`src/rtl/mdu_iter.sv`:
```
// mdu_iter: iterative RV32M multiply/divide unit.
// Radix-2 shift/add multiply and restoring divide on operand magnitudes,
// with a final sign correction. Divide-by-zero and signed overflow
// complete straight from IDLE.
// Optional macro MDU_FAST_MUL_EN: MUL* ops use a single-cycle combinational
// multiply (latency 1); division is unchanged and results are bit-identical.
module mdu_iter #(
  parameter int unsigned XLEN       = 32,
  parameter int unsigned ADDR_WIDTH = 5
) (
  input  logic                  clk,
  input  logic                  rst,
  input  logic                  start,
  input  logic [2:0]            funct3,
  input  logic [XLEN-1:0]       src_a,
  input  logic [XLEN-1:0]       src_b,
  input  logic [ADDR_WIDTH-1:0] rd_in,
  output logic                  busy,
  output logic                  done,
  output logic [XLEN-1:0]       result,
  output logic [ADDR_WIDTH-1:0] rd_out,
  output logic                  wr_en
);

  localparam int unsigned PW = 2 * XLEN;
  localparam int unsigned CW = $clog2(XLEN);
  localparam logic [XLEN-1:0] MIN_NEG = {1'b1, {(XLEN-1){1'b0}}};

  typedef enum logic [1:0] {IDLE, CALC, DONE} state_t;

  state_t            state_q, state_d;
  logic [CW-1:0]     cnt_q, cnt_d;
  logic [PW-1:0]     p_q, p_d;
  logic [XLEN-1:0]   b_q, b_d;
  logic [2:0]        f3_q, f3_d;
  logic              neg_q, neg_d;
  logic [XLEN-1:0]   result_d;
  logic [ADDR_WIDTH-1:0] rd_d;
  logic              done_d, wr_en_d, busy_d;

  // Sign handling of the incoming request
  logic            is_mul_in, a_sgn_in, b_sgn_in, neg_a, neg_b, neg_res_in;
  logic [XLEN-1:0] a_mag, b_mag;
  logic            div_zero, div_ovf;
  logic [XLEN-1:0] spec_res;

  // Applies sign correction and selects the architectural result
  function automatic logic [XLEN-1:0] finalize(input logic [2:0] f3,
                                               input logic neg,
                                               input logic [PW-1:0] p);
    logic [PW-1:0]   full;
    logic [XLEN-1:0] qq, rr, res;
    full = neg ? -p : p;
    qq   = neg ? -p[XLEN-1:0] : p[XLEN-1:0];
    rr   = neg ? -p[PW-1:XLEN] : p[PW-1:XLEN];
    if (!f3[2]) res = (f3[1:0] == 2'b00) ? full[XLEN-1:0] : full[PW-1:XLEN];
    else        res = f3[1] ? rr : qq;
    return res;
  endfunction

  // Operand decode: signedness, magnitudes and special-case detection
  always_comb begin
    is_mul_in  = !funct3[2];
    a_sgn_in   = is_mul_in ? (funct3[1:0] != 2'b11) : !funct3[0];
    b_sgn_in   = is_mul_in ? !funct3[1] : !funct3[0];
    neg_a      = a_sgn_in & src_a[XLEN-1];
    neg_b      = b_sgn_in & src_b[XLEN-1];
    a_mag      = neg_a ? -src_a : src_a;
    b_mag      = neg_b ? -src_b : src_b;
    neg_res_in = (!is_mul_in && funct3[1]) ? neg_a : (neg_a ^ neg_b);
    div_zero   = !is_mul_in && (src_b == '0);
    div_ovf    = !is_mul_in && !funct3[0] && (src_a == MIN_NEG) && (src_b == '1);
    if (div_zero) spec_res = funct3[1] ? src_a : '1;
    else          spec_res = funct3[1] ? '0 : MIN_NEG;
  end

`ifdef MDU_FAST_MUL_EN
  logic [PW-1:0] fast_prod;
  // Single-cycle magnitude product
  always_comb fast_prod = {{XLEN{1'b0}}, a_mag} * {{XLEN{1'b0}}, b_mag};
`endif

  // One radix-2 iteration of multiply or restoring divide
  logic [XLEN:0]   mul_sum, rem_sh;
  logic            ge;
  logic [XLEN-1:0] rem_new;
  logic [PW-1:0]   step;
  always_comb begin
    mul_sum = {1'b0, p_q[PW-1:XLEN]} + (p_q[0] ? {1'b0, b_q} : '0);
    rem_sh  = {p_q[PW-1:XLEN], p_q[XLEN-1]};
    ge      = rem_sh >= {1'b0, b_q};
    rem_new = ge ? XLEN'(rem_sh - {1'b0, b_q}) : rem_sh[XLEN-1:0];
    step    = f3_q[2] ? {rem_new, p_q[XLEN-2:0], ge}
                      : {mul_sum, p_q[XLEN-1:1]};
  end

  // Next-state and next-output logic
  always_comb begin
    state_d  = state_q;
    cnt_d    = cnt_q;
    p_d      = p_q;
    b_d      = b_q;
    f3_d     = f3_q;
    neg_d    = neg_q;
    result_d = result;
    rd_d     = rd_out;
    done_d   = 1'b0;
    unique case (state_q)
      IDLE: begin
        if (start) begin
          f3_d = funct3;
          rd_d = rd_in;
          if (div_zero || div_ovf) begin
            result_d = spec_res;
            done_d   = 1'b1;
            state_d  = DONE;
          end
`ifdef MDU_FAST_MUL_EN
          else if (is_mul_in) begin
            result_d = finalize(funct3, neg_res_in, fast_prod);
            done_d   = 1'b1;
            state_d  = DONE;
          end
`endif
          else begin
            p_d     = {{XLEN{1'b0}}, a_mag};
            b_d     = b_mag;
            neg_d   = neg_res_in;
            cnt_d   = '0;
            state_d = CALC;
          end
        end
      end
      CALC: begin
        p_d   = step;
        cnt_d = cnt_q + CW'(1);
        if (cnt_q == CW'(XLEN - 1)) begin
          result_d = finalize(f3_q, neg_q, step);
          done_d   = 1'b1;
          state_d  = DONE;
        end
      end
      DONE:    state_d = IDLE;
      default: state_d = IDLE;
    endcase
    busy_d  = (state_d != IDLE);
    wr_en_d = done_d && (rd_d != '0);
  end

  // State, datapath and output registers
  always_ff @(posedge clk or posedge rst) begin
    if (rst) begin
      state_q <= IDLE;
      cnt_q   <= '0;
      p_q     <= '0;
      b_q     <= '0;
      f3_q    <= '0;
      neg_q   <= 1'b0;
      result  <= '0;
      rd_out  <= '0;
      done    <= 1'b0;
      wr_en   <= 1'b0;
      busy    <= 1'b0;
    end else begin
      state_q <= state_d;
      cnt_q   <= cnt_d;
      p_q     <= p_d;
      b_q     <= b_d;
      f3_q    <= f3_d;
      neg_q   <= neg_d;
      result  <= result_d;
      rd_out  <= rd_d;
      done    <= done_d;
      wr_en   <= wr_en_d;
      busy    <= busy_d;
    end
  end

endmodule

```
`config.mk`:
```
export PLATFORM = sky130hd
export DESIGN_NAME = mdu_iter
export DESIGN_NICKNAME = d
export VERILOG_FILES = /design/src/rtl/mdu_iter.sv
export SDC_FILE = /design/constraint.sdc
export NUM_CORES = 1
export LEC_CHECK = 0
export ABC_CLOCK_PERIOD_IN_PS = 8500
export BUFFER_PORTS_ARGS = -buffer_cell sky130_fd_sc_hd__buf_2
export CORE_AREA = 2 2 196 276
export DETAILED_ROUTE_END_ITERATION = 12
export DIE_AREA = 0 0 198 278
export PLACE_DENSITY = 0.44
export SYNTH_ARGS = -nofsm -noshare
export SYNTH_HDL_FRONTEND = slang
export SYNTH_SLANG_ARGS = --single-unit
```
`constraint.sdc`:
```
create_clock -name clk -period 8.5 [get_ports clk]
set_clock_uncertainty 0.05 [all_clocks]
set_input_delay 0.85 -clock clk [delete_from_list [all_inputs] [get_ports clk]]
set_output_delay 0.85 -clock clk [all_outputs]
set_load 0.01 [all_outputs]
```
==> metrics.yaml <==
syn_to_final_growth_pct: 11.5
via_count: 16900
fp.dieH_um: 278
cells_along_the_critical_path: "ha_1 > nand4_1 > nor4_1 > nand3_1 > and3_1 > o21ai_4 > buf_4 > a311o_1 > ha_1 > nand4_1 > nor3_2 > nand4bb_2 > o31ai_1 > xor2_1 > o221ai_1 > a31oi_1"
worst_setup_path_startpoint: "p_q[41]"
crit_slowest_cell: "sky130_fd_sc_hd__nor4_1"
cts_hold_buf: 0
drive_above_1_share_pct: 11.0
number_of_cell_instances_on_the_worst_register_to_register_path: 16
timing.max_slew.rel_slack_pct: 29.6
result_of_the_run: "completed"
worstReg2RegStart: "p_q[41]"
number_of_storage_elements_in_the_synthesis_netlist: 147
via_count_of_the_first_global_routing_pass: 17000
dp_hpwl_um: 59300
post_cts.resized_instances: 0
worst-endpoint-required_ns: 8.76
boundaryPins: 115
measured_slew_at_the_worst_slew_check_pin_ns: 1.05
grt_pass1_wl_um: 114000
die_width_um: 198
clkLatencyLatePin_ns: 0.48
tritoncts_clock_tree: "built"
synth_edf_count: 0
timing_hold_violations_final: 0
drt-wirelength-per-cell_um: 27.1
start_util_pct: 29.7
postCtsSetupRepairBufs: 0
detail_route.first_pass.iterations: 6
timing.final.max_slew_violations: 0
path_buf_inv: 1
yosys.cell_types.count: 97
most_common_cell_after_layout_fill_and_taps_aside: "sky130_fd_sc_hd__nand2_1"
crit_path_max_incr_delay_ns: 0.54
drt-initial-drc-count: 1257
design.die.area_um2: 55000
period_share_pct: 75.6
finalSetupViolations: 0
num_antenna_cells: 0
htreeDepth: 4
regToRegSetupSlack_ns: 2.08
cts-root-buf: "sky130_fd_sc_hd__clkbuf_16"
syn_nets: 2245
grt.total_usage_pct: 28.2
max_clock_freq_ghz: 0.156
yosysWarningCount: 0
critical_path.max_fanout: 13
clk_transition_reported_paths_ns: 0.07
drt_drc_violations_left: 0
hold-worst-slack_ns: 0.302
clock_tree.buffer_depth: 2
cap_viol_max_count: 0
fp.coreArea_um2: 52700
drt-total-wl_um: 77300
seq_area_frac_synth_pct: 23.5
layout_common_cells: "sky130_fd_sc_hd__nand2_1 (248), sky130_fd_sc_hd__o21ai_0 (213), sky130_fd_sc_hd__nor2_1 (158), sky130_fd_sc_hd__dfrtp_1 (145), sky130_fd_sc_hd__a21oi_1 (144)"
rsz0062_at_grt: "false"
kind_of_start_point_of_the_critical_path: "register"
min_path_type: "in -> async"
period_needed_ns: 6.42
r2r-end: "result[28]"
setup_total_negative_slack_ns: 0
grt_antenna_before_repair: 1
endpoint_kind: "register"
netlist_area_um2: 15600
dp_cells: 2822
worstSetupPathType: "reg -> reg"
critical_path_depth: 16
post_route_insts_no_fill: 2854
cts.sinks: 147
num-fill-cells: 5761
kind_of_cell_adding_the_most_delay_to_the_critical_path: "simple AND/OR/NAND/NOR gates"
post_synthesis_area_per_instance_um2: 7.45
design.final.nets: 2275
vias_per_cell: 5.94
place_congestion: 0.963
postSynthCellCount: 2097
buffer_ports.inserted: 114
placement_rows: 100
numCtsBuffers: 17
cp.arrival_ns: 6.69
ys_dominant_reg_cell: "sky130_fd_sc_hd__dfrtp_1"
ys_async_sr_fraction_pct: 100
crit_end: "result[28]"
grt_start_max_net_pins: 85
grt_remaining_overflow: 0
antenna_left: 0
logic make-up (layout without fill, tap and decap cells):
logic type                 count (synthesis)  after routing  synth area share (%)
buffers and inverters                    218            261                  5.57
muxes                                     48             48                  3.14
AOI/OAI and AO/OA                        709            709                  30.1
xor gates and xnor gates                 153            153                  8.58
DFF                                      147            147                  23.5
adders and majority gates                 73             73                  5.94
and+or+nand+nor                          749            749                  23.1
cell type report:
type | instances | area (um2) | share of cell area [%]
clock buffer | 19 | 433 | 2.48
clock inverter | 13 | 173 | 0.991
inverter | 84 | 320 | 1.84
multi-input combinational | 1732 | 11100 | 63.8
sequential | 147 | 3680 | 21.1
tap | 714 | 893 | 5.13
timing repair buffer | 145 | 803 | 4.61
sequential cells by signal (all words and copies together), names as in the netlist:
signal / cells
b_q: 32
p_q: 64
result: 32
f3_q: 3
cnt_q: 5
state_q: 2
rd_out: 5
neg_q: 1
done: 1
wr_en: 1
busy: 1
how the worst min path moves through the flow:
| stage | start | endpoint | slack [ns] |
|---|---|---|---|
| floorplan | b_q[0] | b_q[0] | 0.42 |
| global placement | result[19] | result[19] | 0.43 |
| detailed placement | result[19] | result[19] | 0.43 |
| CTS | rst | rd_out[0] | 0.30 |
| global route | rst | rd_out[0] | 0.33 |
| finish | rst | rd_out[0] | 0.30 |
layer usage:
metal	vias up	global-route usage [%]	wire [um]
li1	7788	-	-
met1	8344	31.5	29200
met2	624	49.7	38900
met3	187	3.09	3200
met4	0	19.6	6000
met5	-	0	0
worst reg2reg max path, cell delays in order, from the launching register on:
cell and delay, ns:
sky130_fd_sc_hd__dfrtp_1 0.46, sky130_fd_sc_hd__ha_1 0.47, sky130_fd_sc_hd__nand4_1 0.31, sky130_fd_sc_hd__nor4_1 0.54
sky130_fd_sc_hd__nand3_1 0.17, sky130_fd_sc_hd__and3_1 0.39, sky130_fd_sc_hd__o21ai_4 0.29, sky130_fd_sc_hd__buf_4 0.39
sky130_fd_sc_hd__a311o_1 0.41, sky130_fd_sc_hd__ha_1 0.38, sky130_fd_sc_hd__nand4_1 0.35, sky130_fd_sc_hd__nor3_2 0.52
sky130_fd_sc_hd__nand4bb_2 0.37, sky130_fd_sc_hd__o31ai_1 0.47, sky130_fd_sc_hd__xor2_1 0.12, sky130_fd_sc_hd__o221ai_1 0.42
sky130_fd_sc_hd__a31oi_1 0.15
synthesized netlist by cell type, drive strengths merged, types with 36 or more instances:
cell	count	area, um2
nor3	57	290
clkbuf	98	368
ha	71	888
nand4	43	275
o21ai	239	1210
xor2	66	578
a21oi	146	734
nand2	249	935
nand3	73	365
xnor2	87	762
nor2	158	593
and2	44	278
buf	36	186
mux2i	40	400
inv	84	315
dfrtp	147	3680
metrics by stage:
stage / cell area [um2] / setup WS (ns) / utilization, %
3_3_place_gp: 16800 / 2.15 / 31.9
4_1_cts: 17400 / 2.20 / 33.1
5_1_grt: 17400 / 1.79 / 33.1
2_1_floorplan: 15600 / 3.02 / -
6_report: 17400 / 2.08 / 33.1
3_5_place_dp: 16800 / 2.24 / 31.9
Power is left out: the tool's default activity adds up to more than one toggle a clock period on the data nets, which glitch-free logic cannot reach.
